## config.mk

```make
export PLATFORM = sky130hd
export DESIGN_NAME = fcs_check_parallel
export DESIGN_NICKNAME = d
export VERILOG_FILES = /design/src/rtl/fcs_check_parallel.sv
export SDC_FILE = /design/constraint.sdc
export NUM_CORES = 1
export LEC_CHECK = 0
export CORE_AREA = 4 4 91 93
export DETAILED_ROUTE_END_ITERATION = 8
export DIE_AREA = 0 0 95 97
export GPL_ROUTABILITY_DRIVEN = 0
export GPL_TIMING_DRIVEN = 1
export PLACE_DENSITY = 0.95
export SLEW_MARGIN = 15
export SYNTH_ARGS = -nofsm -noshare
export SYNTH_HDL_FRONTEND = slang
export SYNTH_SLANG_ARGS = --single-unit
```

## constraint.sdc

```tcl
create_clock -name clk -period 5.7 [get_ports clk]
set_input_delay 0.855 -clock clk [delete_from_list [all_inputs] [get_ports clk]]
set_output_delay 0.855 -clock clk [all_outputs]
set_load 0.01 [all_outputs]
```

## src/rtl/fcs_check_parallel.sv

```systemverilog
// Ethernet FCS (CRC-32) receive checker, 1/2/4/8 bits per word, with runt and abort detection.
// Verdict registered one cycle after the last FCS word; data_valid low is a pure stall, no backpressure.
module fcs_check_parallel #(
  parameter int DATA_WIDTH      = 8,
  parameter int MIN_FRAME_BYTES = 60,
  parameter int COUNT_WIDTH     = 16
) (
  input  logic                   clk,
  input  logic                   reset_n,
  input  logic                   data_valid,
  input  logic                   start_of_frame,
  input  logic                   end_of_frame,
  input  logic [DATA_WIDTH-1:0]  data_in,
  output logic                   result_valid,
  output logic                   fcs_error,
  output logic                   runt_error,
  output logic                   frame_aborted,
  output logic [COUNT_WIDTH-1:0] error_count
);

  localparam logic [31:0] POLY      = 32'h04C11DB7;
  localparam int          FCS_WORDS = 32 / DATA_WIDTH;
  localparam int          MIN_WORDS = MIN_FRAME_BYTES * 8 / DATA_WIDTH;
  localparam int          LEN_W     = (MIN_WORDS > 0) ? $clog2(MIN_WORDS + 1) : 1;
  localparam logic [LEN_W-1:0] LEN_MAX  = LEN_W'(MIN_WORDS);
  localparam logic [5:0]       FCS_LAST = 6'(FCS_WORDS - 1);

  localparam logic [1:0] ST_IDLE = 2'd0;
  localparam logic [1:0] ST_DATA = 2'd1;
  localparam logic [1:0] ST_FCS  = 2'd2;

  if (DATA_WIDTH != 1 && DATA_WIDTH != 2 && DATA_WIDTH != 4 && DATA_WIDTH != 8) begin : g_bad_width
    $error("fcs_check_parallel: DATA_WIDTH must be 1, 2, 4 or 8");
  end

  function automatic logic [31:0] crc_step(input logic [31:0] c, input logic [DATA_WIDTH-1:0] d);
    logic [31:0] r;
    r = c;
    for (int i = 0; i < DATA_WIDTH; i++) begin
      r = {r[30:0], 1'b0} ^ ((r[31] ^ d[i]) ? POLY : 32'd0);
    end
    return r;
  endfunction

  logic [1:0]       state_q;
  logic [31:0]      crc_q;
  logic [LEN_W-1:0] len_q;
  logic [5:0]       fcnt_q;
  logic             runt_q;

  logic             new_frame;
  logic             abort;
  logic             enter_fcs;
  logic             fcs_word;
  logic             finish;
  logic [31:0]      crc_next;
  logic             crc_bad;
  logic [LEN_W-1:0] len_base;
  logic [LEN_W-1:0] len_next;
  logic             runt_next;

  always_comb begin
    new_frame = data_valid && start_of_frame;
    abort     = new_frame && (state_q != ST_IDLE);
    enter_fcs = data_valid && end_of_frame && (new_frame || state_q == ST_DATA);
    // The end_of_frame word and everything after it in FCS are complemented before the CRC.
    fcs_word  = enter_fcs || (state_q == ST_FCS && !new_frame);
    finish    = data_valid && !new_frame && (state_q == ST_FCS) && (fcnt_q == FCS_LAST);
    crc_next  = crc_step(new_frame ? 32'hFFFF_FFFF : crc_q, fcs_word ? ~data_in : data_in);
    crc_bad   = |crc_next;
    len_base  = new_frame ? '0 : len_q;
    len_next  = (len_base < LEN_MAX) ? len_base + LEN_W'(1) : len_base;
    runt_next = len_base < LEN_MAX;
  end

  always_ff @(posedge clk or negedge reset_n) begin
    if (!reset_n) begin
      state_q <= ST_IDLE;
      crc_q   <= 32'd0;
      len_q   <= '0;
      fcnt_q  <= 6'd0;
      runt_q  <= 1'b0;
    end else if (data_valid) begin
      if (new_frame) begin
        crc_q <= crc_next;
        if (end_of_frame) begin
          state_q <= ST_FCS;
          fcnt_q  <= 6'd1;
          runt_q  <= runt_next;
        end else begin
          state_q <= ST_DATA;
          len_q   <= len_next;
        end
      end else begin
        case (state_q)
          ST_DATA: begin
            crc_q <= crc_next;
            if (end_of_frame) begin
              state_q <= ST_FCS;
              fcnt_q  <= 6'd1;
              runt_q  <= runt_next;
            end else begin
              len_q <= len_next;
            end
          end
          ST_FCS: begin
            crc_q <= crc_next;
            if (finish) state_q <= ST_IDLE;
            else        fcnt_q  <= fcnt_q + 6'd1;
          end
          default: ;
        endcase
      end
    end
  end

  always_ff @(posedge clk or negedge reset_n) begin
    if (!reset_n) begin
      result_valid  <= 1'b0;
      fcs_error     <= 1'b0;
      runt_error    <= 1'b0;
      frame_aborted <= 1'b0;
      error_count   <= '0;
    end else begin
      result_valid <= finish || abort;
      if (finish) begin
        fcs_error     <= crc_bad;
        runt_error    <= runt_q;
        frame_aborted <= 1'b0;
      end else if (abort) begin
        fcs_error     <= 1'b0;
        runt_error    <= 1'b0;
        frame_aborted <= 1'b1;
      end
      if (((finish && (crc_bad || runt_q)) || abort) && !(&error_count)) begin
        error_count <= error_count + COUNT_WIDTH'(1);
      end
    end
  end

endmodule

```

# Word-level counts from Yosys, hierarchy flattened
# Index checks and enable logic that the tools add are counted.
[word_totals]
elab_cells = 100
ff_bits = 67
inputBits = 13
[classes]
mux = 34
addsub = 3
n_reduce_logical = 29
n_bitwise = 17
n_eq_ne = 6
order_cmp = 1
[ops]
columns = ["cell", "count"]
rows = [
  ["$xor A32 B27 Y32", 8],
  ["$mux W27", 8],
  ["$mux W32", 3],
  ["$mux W6", 8],
  ["$reduce_or A32 Y1", 1],
  ["$add A16 B1 Y16 const B", 1],
  ["$reduce_and A16 Y1", 1],
  ["$add A6 B1 Y6 const B", 2],
  ["$pmux W6 S2", 1],
  ["$logic_and A1 B1 Y1", 10],
  ["$ne A3 B3 Y1 const B", 3],
  ["$mux W1", 8],
  ["$mux W2", 4],
  ["$mux W8", 1],
  ["$not A8 Y8", 1],
  ["$reduce_bool A2 Y1", 4],
  ["$xor A1 B1 Y1", 8],
  ["$eq A6 B2 Y1 const B", 1],
  ["$lt A6 B6 Y1 const B", 1],
  ["$logic_or A1 B1 Y1", 5],
  ["$pmux W2 S2", 1],
  ["$reduce_and A2 Y1", 2],
  ["$reduce_and A4 Y1", 1],
  ["$reduce_and A3 Y1", 1],
  ["other kinds (5)", 6],
]

# Depth between registers and ports, before layout
# Gate-level depths: netlist of run 1.
[logic_depth]
ltp_word = 34
mapped_depth = 14

# Least setup slack after synthesis of run 1
# Ideal clock, no wire load.
[synth_timing]
path_kind = "input to register"
from = "in data_in[7]"
to = "reg error_count[1]"
stages = 9
t_arrival_ns = 3.179
setup_time_ns = 0.128
n_path_buf = 1
path_slack_ns = 2.394
required_time_ns = 5.572
cell_sequence = "clkbuf_1 > xor2_1 > xnor2_2 > xnor3_1 > nor4_1 > o2111ai_1 > nor4b_4 > a21oi_4 > mux2_1"
[synth_between]
elab_chain_cells = 10
[synth_lines]
columns = ["item", "line", "rtl"]
rows = [
  ["from (decl)", "13", "input logic [DATA_WIDTH-1:0] data_in,"],
  ["$not A8 Y8", "69", "crc_next = crc_step(new_frame ? 32'hFFFF_FFFF : crc_q, fcs_word ? ~data_in : data_in);"],
  ["$mux W8 *", "69", ""],
  ["$xor A1 B1 Y1 *", "40", "r = {r[30:0], 1'b0} ^ ((r[31] ^ d[i]) ? POLY : 32'd0);"],
  ["$mux W27 *", "40", ""],
  ["$xor A32 B27 Y32 *", "40", ""],
  ["$reduce_or A32 Y1 *", "70", "crc_bad = |crc_next;"],
  ["$logic_or A1 B1 Y1 *", "135", "if (((finish && (crc_bad || runt_q)) || abort) && !(&error_count)) begin"],
  ["$logic_and A1 B1 Y1 *", "135", ""],
  ["$logic_or A1 B1 Y1 *", "135", ""],
  ["$logic_and A1 B1 Y1 *", "135", ""],
  ["to (signal assigned)", "136", "error_count <= error_count + COUNT_WIDTH'(1);"],
  ["to (decl)", "18", "output logic [COUNT_WIDTH-1:0] error_count"],
]
# Every way passes the cells marked *; elsewhere a longest branch is shown, timed or not.
# A chain may end at the register's enable or synchronous reset.

# Final worst setup path of run 1
[layout_timing]
from = "in start_of_frame"
to = "reg error_count[1]"
[layout_between]
elab_chain_cells = 22
elab_cells_between_ends = 41
cone_classes = "mux: 10; bitwise: 16; reduce/logical: 15"
[layout_lines]
columns = ["item", "line", "rtl"]
rows = [
  ["from (decl)", "11", "input logic start_of_frame,"],
  ["$logic_and A1 B1 Y1 *", "63", "new_frame = data_valid && start_of_frame;"],
  ["$logic_or A1 B1 Y1 or $logic_not A1 Y1 (tied branches)", "65, 67, 68", ""],
  ["$logic_and A1 B1 Y1 (on tied branches)", "65, 67", ""],
  ["$logic_or A1 B1 Y1", "67", "fcs_word = enter_fcs || (state_q == ST_FCS && !new_frame);"],
  ["$mux W8", "69", ""],
  ["$xor A1 B1 Y1", "40", ""],
  ["$mux W27", "40", ""],
  ["$xor A32 B27 Y32 (6 in a row)", "40", ""],
  ["$xor A1 B1 Y1", "40", ""],
  ["$mux W27", "40", ""],
  ["$xor A32 B27 Y32 (2 in a row)", "40", ""],
  ["$reduce_or A32 Y1", "70", ""],
  ["$logic_or A1 B1 Y1", "135", ""],
  ["$logic_and A1 B1 Y1", "135", ""],
  ["$logic_or A1 B1 Y1 *", "135", ""],
  ["$logic_and A1 B1 Y1 *", "135", ""],
]
# Marked as above.

==> results.cfg, run 1 <==
[status]
status = completed

[power_and_ir_drop]
p_per_area_mw_per_mm2 = 689
p_switching_mw = 1.67
switching_share_pct = 45.9
comb_power_share_pct = 66.3
leakage_nw = 2.23
power.share.sequential_pct = 23.6
ir_worst_vdd_uv = 375
internal-power_mw = 1.97
pwr-share-clk_pct = 10.1
finalPower_mw = 3.65

[routing]
drt-total-wl_um = 11300
drt_iter0_markers = 319
drtAntennaViolNets = 0
viasPerCell = 5.94
drcViolationCount = 0
vias = 3645
wire_per_inst_um = 18.4
firstDrtPassIters = 5

[yosys]
synth.distinct_cells = 54
async_flop_share_pct = 100
synth_edf_count = 0
avgSynthCellArea_um2 = 9.83
postSynthCellCount = 486
ys_ff_latch = 67
synth_ff_type = dfrtp_1
synth-adder-area-share_pct = 1.83
yosys.area_share.xor_xnor_pct = 30.2
yosys.area_share.simple_pct = 15.9
syn-num-nets = 506
syn_area_mm2 = 0.00478
ys_seq_area_share_pct = 35.1
synth_top_family_by_area = XOR/XNOR gates
muxShareOfSynthArea_pct = 4.06
yosys_warnings = 0
synth_compound_area_share_pct = 9.63

[sta]
fmax_mhz = 218
setup_viol = 0
rsz0062_at_grt = no
fin_hold_ws_ns = 0.488
drv_slew = 0
fin_crit_sh_pct = 80.5
hold_viol_final = 0
maxSlewHeadroom_pct = 35.9
finalSetupTns_ns = 0
tightestPinTransition_ns = 0.961
worst_slack_ns = 1.11
fin_skew_ns = 0.0136
fin_crit_ns = 4.59

[die]
initial_core_util_pct = 63.5
fp.dieW_um = 95
dieArea_mm2 = 0.00922
core.rowCount = 32
ioPinCount = 33
core_area_mm2 = 0.00753
die-height_um = 97

[critical_path]
cp_max_fo = 20
crit_end = error_count[1]
r2r-end = error_count[1]
critical_path_class = input port to flip-flop
reg2reg_slack_ns = 2.04
required_ns = 5.94
startpoint = start_of_frame
reg2reg_depth = 11
crit_path_end_kind = flip-flop
cp-start-kind = input port
reg2reg_from = state_q[1]
arrival_ns = 4.83

[clock_tree]
htree_levels = 3
post_cts_buffers = 0
cts_tree = done
cts_root_buffer = clkbuf_8
cts_inserted_buffers = 9
cts_buffer_depth = 2
clkTransAtPathRegs_ns = 0.07
postCtsHoldBufs = 0
clk_latency_ns = 0.37
clkSinkCount = 67
cts_resized = 0

[min_path]
hold_class = flip-flop to flip-flop
holdPathStages = 2

[cells_and_area]
area_growth_pct = 10.8
antenna_cells = 0
drive_above_1_share_pct = 10.9
nNetsFinal = 527

[job]
maxCapViolations = 0

[place]
dp_slack_ns = 0.850
io_buffers = 32
dpl.hpwl_um = 8040

[global_routing]
grt_pass1_wl_um = 19000
antenna_found_initial = 0
grt_pass1_vias = 3751
grt_overflow = 0
grt_usage_pct = 26.6
grt_start_max_net_pins = 68
[final cells by class]
| type | count | area, um^2 |
|---|---|---|
| multi-input cells | 389 | 2950 |
| fillers | 539 | 2230 |
| flip-flops and latches | 67 | 1680 |
| repair buffers | 36 | 345 |
| well taps | 102 | 128 |
| clock buffers | 9 | 124 |
| clock inverters | 7 | 51.3 |
| inverters | 4 | 15.0 |
[cells in the final DEF (no fill, tap or decap), types with 3 or more instances in the layout]
master and count:
a21oi_1 14, xnor3_1 9, nand3b_1 3, dfrtp_1 67
and3_1 11, o21ai_0 37, nor2_1 42, nand3_1 16
inv_1 3, buf_4 4, mux2_2 10, and2_1 11
xnor2_2 11, clkbuf_8 9, clkdlybuf4s50_1 31, ha_1 7
nand4_1 8, nand2_1 48, xor2_1 23, mux2i_1 7
xnor2_1 89
[synth_stat cells, drive strengths merged (3+ instances only)]
cell type | number | area (um^2)
nand3b | 3 | 22.5
ha | 7 | 87.6
dfrtp | 67 | 1680
and2 | 11 | 68.8
nand4 | 8 | 50.1
xor2 | 25 | 256
nor2 | 45 | 190
clkbuf | 11 | 41.3
o21ai | 38 | 190
nand2 | 49 | 186
mux2i | 7 | 70.1
a21oi | 15 | 86.3
xnor2 | 100 | 958
inv | 4 | 15.0
xnor3 | 9 | 203
and3 | 11 | 68.8
buf | 15 | 104
mux2 | 11 | 124
nand3 | 16 | 80.1
[through the flow]
step / cell area (um^2) / util [%] / std cells
2_1_floorplan: 4780 / - / 486
3_3_place_gp: 5120 / 68.0 / 598
3_5_place_dp: 5120 / 68.0 / 598
4_1_cts: 5290 / 70.3 / 614
5_1_grt: 5290 / 70.3 / 614
6_report: 5290 / 70.3 / 614
[critical path, stage by stage]
cell and delay, ns:
clkdlybuf4s50_1 0.79, and2_1 0.84, nor2_1 0.19, xnor2_2 0.43
xnor2_1 0.23, nor4_1 0.32, o2111ai_1 0.22, nor4b_4 0.41
a21oi_4 0.19, mux2_1 0.34
[state kept, by name, indices dropped and copies added (netlist names)]
signal and cells:
state_q 2, fcnt_q 6, fcs_error 1, error_count 16, len_q 6, runt_q 1, runt_error 1, result_valid 1
crc_q 32, frame_aborted 1
[worst min-delay path by stage]
stage | from | endpoint
3_5_place_dp | crc_q[11] | crc_q[11]
2_1_floorplan | crc_q[11] | crc_q[11]
6_report | crc_q[11] | crc_q[11]
4_1_cts | crc_q[11] | crc_q[11]
3_3_place_gp | crc_q[11] | crc_q[11]
5_1_grt | error_count[10] | error_count[10]
[logic make-up (layout without fill, tap and decap cells)]
kind of cell,after synthesis,in the layout
flops,67,67
simple gates,154,154
xor+xnor,135,135
mux,18,18
fa+ha+maj,7,7
buf+inv,30,56
compound gates,75,75
[routing by layer]
metal	share of wire, %	wire length [um]	global-route usage, %
met1	42	4770	35.5
met4	3.8	434	12.2
met3	7.6	861	7.15
met5	0	0	0
met2	46	5220	40.1
[power by group through the flow]
stage                     clock (mW)  combinational (mW)  sequential [mW]
after detailed placement           0                2.35            0.862
after floorplan                    0                1.94            0.769
after global placement             0                2.27            0.848
final                          0.369                2.42            0.859
after global routing           0.395                2.59            0.885
after CTS                      0.373                2.39            0.856
(Power assumes the default switching activity.)
==> run 2: changes to the inputs <==
Settings changed: CORE_AREA 4 4 91 93 to 4 4 100 102, DIE_AREA 0 0 95 97 to 0 0 104 106, PLACE_DENSITY 0.95 to 0.84.
Clock period 5.7 ns to 3.8 ns, I/O delays scaled along.
==> results.cfg, run 2 (synthesis results as in run 1) <==
[status]
status = completed

[cells_and_area]
postLayoutCoreUtil_pct = 60.6
area_growth_pct = 15.4
seq_area_mm2 = 0.00168
fill_cells = 754
final_cell_area_mm2 = 0.00552
top_register = crc_q
multi_input_area_mm2 = 0.00295
final_common_cell = xnor2_1
nNetsFinal = 547
antenna_cells = 0
largest_register_ffs = 32
final_cell_mix = xnor2_1 (89), dfrtp_1 (67), nand2_1 (48)
top_regs = crc_q: 32 flops, error_count: 16 flops
drive_above_1_share_pct = 14.3

[clock_tree]
cts_buffer_depth = 2
clkTransAtPathRegs_ns = 0.08
postCtsHoldBufs = 0
cts_resized = 0
cts_inserted_buffers = 9
post_cts_buffers = 0
cts_tree = done
cts_root_buffer = clkbuf_8
clkSinkCount = 67
clk_latency_ns = 0.36
htree_levels = 3

[global_routing]
grt_pass1_wl_um = 19200
grt_pass1_vias = 3770
grt_usage_pct = 21.9
grt_overflow = 0
antenna_found_initial = 0
grt_start_max_net_pins = 38

[power_and_ir_drop]
ir_worst_vdd_uv = 447
internal-power_mw = 3.23
leakage_nw = 2.35
p_per_area_mw_per_mm2 = 1040
pwr-share-clk_pct = 12.1
power.share.sequential_pct = 22.3
switching_share_pct = 43.6
comb_power_share_pct = 65.7
p_switching_mw = 2.50

[sta]
fin_crit_sh_pct = 94.1
worst_slack_ns = 0.226
fin_crit_ns = 3.57
drv_slew = 0
maxSlewHeadroom_pct = 40.9
fin_hold_ws_ns = 0.258
hold_viol_final = 0
rsz0062_at_grt = no
finalSetupTns_ns = 0
fin_skew_ns = 0.00999
tightestPinTransition_ns = 0.883
fmax_mhz = 280
setup_viol = 0

[place]
dpl.hpwl_um = 8450
place_area_mm2 = 0.00529
io_buffers = 32
dp_slack_ns = -0.0760

[die]
core.rowCount = 35
initial_core_util_pct = 52.5
fp.dieW_um = 104
die-height_um = 106
core_area_mm2 = 0.00911
ioPinCount = 33
dieArea_mm2 = 0.0110

[routing]
firstDrtPassIters = 5
drt_iter0_markers = 256
drtAntennaViolNets = 0
drt-total-wl_um = 11500
wire_per_inst_um = 17.9
vias = 3719
drcViolationCount = 0
viasPerCell = 5.78

[critical_path]
required_ns = 4.04
cp-start-kind = input port
crit_path_end_kind = flip-flop
cp_max_fo = 26
arrival_ns = 3.81
critical_path_class = input port to flip-flop

[job]
maxCapViolations = 0

[min_path]
hold_class = input port to async pin
==> run 2: worst max-delay path, stage by stage <==
cell and delay, ns:
clkdlybuf4s50_1 0.42, and2_1 0.19, buf_12 0.17, nor2_8 0.17, xor2_4 0.27, inv_2 0.12
xnor3_1 0.40, a21boi_1 0.24, o2111ai_1 0.29, nor4b_4 0.42, a21oi_4 0.19, mux2_1 0.34
==> run 2: path summary, 6_finish.rpt <==
check / slack, ns / to / cells past startpoint / startpoint
worst max-delay path: 0.23 / error_count[1] / 12 / data_valid
min in group clk: 0.50 / crc_q[11] / 2 / crc_q[11]
max in group asynchronous: 2.60 / crc_q[17] / 2 / reset_n
worst min-delay path: 0.26 / crc_q[16] / 1 / reset_n
worst min register to register: 0.50 / crc_q[11] / 2 / crc_q[11]
worst max register to register: 0.39 / error_count[1] / 11 / state_q[1]
==> run 2: per-layer routing <==
layer / track usage (%) / part of all wire [%] / up-vias
li1: - / - / 1718
met2: 35.9 / 48 / 146
met3: 4.92 / 5.8 / 35
met5: 0 / 0 / -
met1: 28.4 / 44 / 1820
met4: 8.26 / 2.8 / 0
==> run 2: power by group through the flow <==
stage / Combinational (mW) / Clock, mW / Sequential (mW)
final: 3.76 / 0.691 / 1.27
after global routing: 4.03 / 0.737 / 1.31
after CTS: 3.73 / 0.699 / 1.27
after detailed placement: 3.69 / 0 / 1.28
after global placement: 3.57 / 0 / 1.26
after floorplan: 2.91 / 0 / 1.15
==> run 2: layout make-up <==
class                      instances  share of cell area, %
sequential                        67                   30.4
timing repair buffer              56                   9.21
tap                              111                   2.52
clock buffer                       9                   2.24
clock inverter                     7                   1.84
multi-input combinational        389                   53.5
inverter                           4                  0.272
==> run 2: through the flow <==
stage               instances  total power, mW
floorplan                 486             4.06
detailed placement        627             4.97
CTS                       643             5.70
finish                    643             5.72
global route              643             6.08
global placement          627             4.84
